### config.mk
export PLATFORM = sky130hd
export DESIGN_NAME = mul
export DESIGN_NICKNAME = d
export VERILOG_FILES = /design/src/rtl/mul.sv
export SDC_FILE = /design/constraint.sdc
export NUM_CORES = 1
export LEC_CHECK = 0
export CORE_ASPECT_RATIO = 1.1
export CORE_MARGIN = 5
export CORE_UTILIZATION = 30
export CTS_BUF_LIST = sky130_fd_sc_hd__clkbuf_4 sky130_fd_sc_hd__clkbuf_8
export DETAILED_ROUTE_END_ITERATION = 16
export MAX_ROUTING_LAYER = met4
export PLACE_DENSITY_LB_ADDON = 0.1
export SKIP_LAST_GASP = 1
export SLEW_MARGIN = 20
export SYNTH_ARGS = -nofsm -noshare
export SYNTH_HDL_FRONTEND = slang
export SYNTH_SLANG_ARGS = --single-unit
### constraint.sdc
create_clock -name clk -period 3.2 [get_ports clk]
set_input_delay 0.96 -clock clk [delete_from_list [all_inputs] [get_ports clk]]
set_output_delay 0.96 -clock clk [all_outputs]
set_load 0.005 [all_outputs]
### src/rtl/mul.sv
// Iterative 32-cycle shift-add multiplier producing a 64-bit {hi,lo} product.
// Signed (MULT) support is compiled in only when MUL_SIGNED_EN is defined.
module mul #(
    parameter int unsigned WIDTH = 32
) (
    input  logic             clk,
    input  logic             rst_n,
    input  logic [WIDTH-1:0] a,
    input  logic [WIDTH-1:0] b,
    input  logic             instr,
    input  logic             start,
    output logic             busy,
    output logic             done,
    output logic [WIDTH-1:0] lo,
    output logic [WIDTH-1:0] hi
);

    localparam int unsigned CW = $clog2(WIDTH);

    typedef enum logic {
        S_IDLE,
        S_RUN
    } state_e;

    state_e              state_q, state_d;
    logic [CW-1:0]       cnt_q, cnt_d;
    logic [WIDTH-1:0]    mcand_q, mcand_d;
    logic [2*WIDTH:0]    prod_q, prod_d;
    logic [WIDTH-1:0]    lo_q, lo_d;
    logic [WIDTH-1:0]    hi_q, hi_d;
    logic                done_q, done_d;

    logic [WIDTH-1:0]    mag_a, mag_b;
    logic [WIDTH:0]      sum;
    logic [2*WIDTH:0]    step;
    logic [2*WIDTH-1:0]  res;

`ifdef MUL_SIGNED_EN
    logic neg_q, neg_d;
`else
    logic unused_instr;
    assign unused_instr = instr;
`endif

    always_comb begin
        state_d = state_q;
        cnt_d   = cnt_q;
        mcand_d = mcand_q;
        prod_d  = prod_q;
        lo_d    = lo_q;
        hi_d    = hi_q;
        done_d  = 1'b0;
`ifdef MUL_SIGNED_EN
        neg_d   = neg_q;
        // Magnitudes stay exact for 0x80000000: -(2^31) reinterpreted unsigned is 2^31.
        mag_a   = (instr && a[WIDTH-1]) ? -a : a;
        mag_b   = (instr && b[WIDTH-1]) ? -b : b;
`else
        mag_a   = a;
        mag_b   = b;
`endif

        // Upper accumulator is WIDTH+1 bits so the add never overflows before the shift.
        sum  = prod_q[2*WIDTH:WIDTH] + {1'b0, (prod_q[0] ? mcand_q : '0)};
        step = {sum, prod_q[WIDTH-1:0]} >> 1;
`ifdef MUL_SIGNED_EN
        res  = neg_q ? -step[2*WIDTH-1:0] : step[2*WIDTH-1:0];
`else
        res  = step[2*WIDTH-1:0];
`endif

        case (state_q)
            S_IDLE: begin
                if (start) begin
                    mcand_d = mag_a;
                    prod_d  = {{(WIDTH+1){1'b0}}, mag_b};
                    cnt_d   = '0;
                    state_d = S_RUN;
`ifdef MUL_SIGNED_EN
                    neg_d   = instr & (a[WIDTH-1] ^ b[WIDTH-1]);
`endif
                end
            end
            S_RUN: begin
                prod_d = step;
                cnt_d  = cnt_q + 1'b1;
                if (cnt_q == CW'(WIDTH-1)) begin
                    lo_d    = res[WIDTH-1:0];
                    hi_d    = res[2*WIDTH-1:WIDTH];
                    done_d  = 1'b1;
                    cnt_d   = '0;
                    state_d = S_IDLE;
                end
            end
            default: state_d = S_IDLE;
        endcase
    end

    always_ff @(posedge clk or negedge rst_n) begin
        if (!rst_n) begin
            state_q <= S_IDLE;
            cnt_q   <= '0;
            mcand_q <= '0;
            prod_q  <= '0;
            lo_q    <= '0;
            hi_q    <= '0;
            done_q  <= 1'b0;
`ifdef MUL_SIGNED_EN
            neg_q   <= 1'b0;
`endif
        end else begin
            state_q <= state_d;
            cnt_q   <= cnt_d;
            mcand_q <= mcand_d;
            prod_q  <= prod_d;
            lo_q    <= lo_d;
            hi_q    <= hi_d;
            done_q  <= done_d;
`ifdef MUL_SIGNED_EN
            neg_q   <= neg_d;
`endif
        end
    end

    assign busy = (state_q == S_RUN);
    assign done = done_q;
    assign lo   = lo_q;
    assign hi   = hi_q;

endmodule

==> key figures <==
Logic synthesis
  – Most used flip-flop cell after synthesis: dfrtp_1
  – Share of flip-flops with an asynchronous set or reset after synthesis: 100.0%
  – Area contributors post-synth: dfrtp_1 50%, mux2_2 12%, ha_1 5.1%
  – Register bit count reported by yosys: 167
  – Register area share after synthesis: 49.91%
  – Share of the synthesized area in the top cell type: 49.91%
  – Mapped Nets: 849
  – Post-synth EDFFs: 0
  – Leading area contributor after synthesis: dfrtp_1
  – Post-synthesis area per instance: 11.22 um2
  – Synth cell types: 57
  – Mapped Cells: 746
  – Post-Syn Area: 0.008373 mm2
  – Synth warnings: 0

Critical path
  – FF-to-FF Start: prod_q[0]$_DFFE_PN0P_
  – Critical path class: flop to flop
  – Crit path required time: 3.56 ns
  – CP peak stage delay: 0.42 ns
  – Crit path launch type: flop
  – Crit-path cells: buf_4, and2_1, ha_1, a21o_1, a21oi_1, a21oi_1, o211ai_2, a2111oi_2, buf_4, o31ai_1, xnor2_1, mux2_2
  – R2R setup slack: 0.16 ns
  – Cells on worst reg2reg path: 12
  – Worst Setup End Kind: flop
  – Slowest CP cell: dfrtp_1
  – Worst path arrival time: about 3.4 ns
  – Worst R2R End: hi[28]$_DFFE_PN0P_
  – Peak fanout along the critical path: 16

Timing
  – Max Slew Vio Count: 0
  – Setup Skew: 0.01744 ns
  – Total Neg Setup Slack: 0 ns
  – Tcrit/Tclk final: 94.96%
  – Slew @ Worst Pin: 0.7473 ns
  – Unrepaired setup endpoints after global routing: no
  – Final hold violation count: 0
  – Final min period: between 3 and 4 ns
  – Achievable clock frequency: between 300 and 400 MHz
  – Setup Viol. Count Final: 0
  – Relative slew slack: 50.10%

Die
  – Top Ports: between 100 and 150
  – Die Footprint: between 0.03 and 0.04 mm2
  – Initial core utilization: between 30% and 40%
  – FP Rows: 64
  – Core Box Area: 0.02771 mm2
  – Die Width: 169.3 um
  – DIE HEIGHT: between 150 and 200 um

GRT
  – Vias in the first global route: approximately 6500
  – Global-route wire length before repair: 35160 um
  – GR Overflow Total: 0
  – Initial antenna violation count: 0
  – Total GRT Usage: approximately 14%
  – Pin count of the biggest net entering global routing: 76

Cells and area
  – Fin nets: approximately 990
  – Area Growth Syn to Fin: 27.11%
  – Post-layout util: between 30% and 40%
  – Commonest non-fill, non-tap cells in the layout: 166 x dfrtp_1, 130 x clkdlybuf4s50_1, 86 x mux2_2
  – Diode count: 0
  – Layout cells sized above 1: 18.30%
  – Most common cell after layout, fill and taps aside: dfrtp_1

Route
  – 1st-iter DRT viols: roughly 360
  – Wire per inst: around 17 um
  – DRC errors left: 0
  – Detailed Route WL: 21730 um
  – Vias per cell: approximately 4.9
  – Final ANT Viol Nets: 0
  – Via count: 6159
  – Pre-antenna DRT Iters: 4

Clocking
  – Maximum clock path buffer count: 2
  – Clock Latency Late Sink: around 0.47 ns
  – TritonCTS buffer count: 17
  – Clock root buffer: clkbuf_8
  – Clock transition at the registers of the reported paths: 0.10 ns
  – CTS tree: done
  – Cts hold-fix bufs: 0
  – H-tree depth reported by CTS: 4
  – Sink Count: 167

Placement
  – IO buf count: 132
  – DP Wirelength: 15310 um
  – GP Congestion: 0.8049

Worst hold path
  – WHS Endpoint: cnt_q[3]$_DFFE_PN0P_
  – Hold path start: cnt_q[3]$_DFFE_PN0P_
  – Worst Hold Depth: 1
  – Type of the tightest min-delay check: flop to flop

Pwr
  – Max VDD drop: 0.3175 mV
  – Leak pwr: 4.715 nW
  – Pwr Density: 989.0 mW/mm2

Flow run
  – # Max-Cap Violations: 0

Run status
  – Status: completed
## stage by stage
| step | setup WS [ns] | hold WS [ns] | total power [mW] | instances | cell area [um2] |
|---|---|---|---|---|---|
| floorplan | 0.4242 | 0.4375 | 7.020 | 746 | 8373 |
| global placement | 0.1137 | 0.4532 | 8.955 | 1226 | 10220 |
| detailed placement | 0.08270 | 0.4663 | 9.044 | 1226 | 10220 |
| CTS | 0.06504 | 0.4852 | 10.66 | 1258 | 10610 |
| global route | 0.001220 | 0.4992 | 11.40 | 1259 | 10640 |
| finish | 0.1612 | 0.4908 | 10.53 | 1259 | 10640 |
## cells in the mapped netlist, types with 3 or more instances
library cell    n
a211oi_1        3
a21o_1         26
a21oi_1        30
a22o_1         25
a31oi_1         3
and2_1         37
buf_1           6
clkbuf_1       32
dfrtp_1       167
ha_1           34
inv_1           5
mux2_2         86
mux2i_1        33
nand2_1        74
nand2b_1        4
nand3_1         9
nand4_1         8
nor2_1         19
nor2b_1         5
nor3_1          4
o21a_1          4
o21ai_0        60
o31ai_1         3
or3_1           3
xnor2_1        16
xor2_1         10
## metal layers
layer	global-route usage [%]	wire length, um
met2	23.25	10420
met4	3.575	240
met3	2.753	858
met1	18.63	10210
met5	-	0
## repair_timing
item                                    in CTS  in global routing
buffers inserted                             0                  1
endpoints found under the hold margin        0                  0
endpoints found under the setup margin       0                  6
resized for setup                            0                  5
## critical path: cells and delay by family (launching register included)
kind	cells	cell delay, ns
xor+xnor	1	0.16
flops	1	0.42
simple gates	1	0.15
compound gates	6	1.25
fa+ha+maj	1	0.32
buf+inv	2	0.36
mux	1	0.28
## power by group
| part | switching (mW) | leakage (nW) | internal [mW] | total (mW) |
|---|---|---|---|---|
| combinational | 2.56 | 2.56 | 2.73 | 5.30 |
| clock | 0.955 | 0.197 | 0.586 | 1.54 |
| sequential | 0.572 | 1.96 | 3.11 | 3.68 |
| total | 4.09 | 4.71 | 6.43 | 10.5 |
## cell families after synthesis
group                    Yosys count  share of synthesized area (%)
AO/OA/AOI/OAI                    181                          14.41
AND/OR/NAND/NOR                  172                          10.04
flip-flops                       167                          49.91
multiplexers                     119                          15.51
buffers and inverters             46                          2.092
adder cells (fa/ha/maj)           35                          5.320
XOR/XNOR                          26                          2.720
## worst max path at each step
stage / startpoint / end / slack (ns) / cells past startpoint
2_1_floorplan: prod_q[0]$_DFFE_PN0P_ / prod_q[61]$_DFFE_PN0P_ / 0.42 / 11
3_3_place_gp: prod_q[0]$_DFFE_PN0P_ / prod_q[61]$_DFFE_PN0P_ / 0.11 / 11
3_5_place_dp: prod_q[0]$_DFFE_PN0P_ / prod_q[61]$_DFFE_PN0P_ / 0.08 / 11
4_1_cts: prod_q[0]$_DFFE_PN0P_ / prod_q[61]$_DFFE_PN0P_ / 0.07 / 11
5_1_grt: prod_q[0]$_DFFE_PN0P_ / hi[28]$_DFFE_PN0P_ / 0.001 / 12
6_report: prod_q[0]$_DFFE_PN0P_ / hi[28]$_DFFE_PN0P_ / 0.16 / 12
## sequential cells by signal (all words and copies together), names as in the netlist
register and flops:
hi 32, lo 32, cnt_q 5, prod_q 64, done 1, busy 1, mcand_q 32
## layout make-up
cell class | instances | area (um2)
flip-flops and latches | 167 | 4180
multi-input cells | 533 | 4055
clock inverters | 15 | 158.9
repair buffers | 158 | 1538
clock buffers | 17 | 234.0
inverters | 6 | 22.52
well taps | 363 | 454.2
fillers | 2735 | 17060
(Power assumes the default switching activity.)
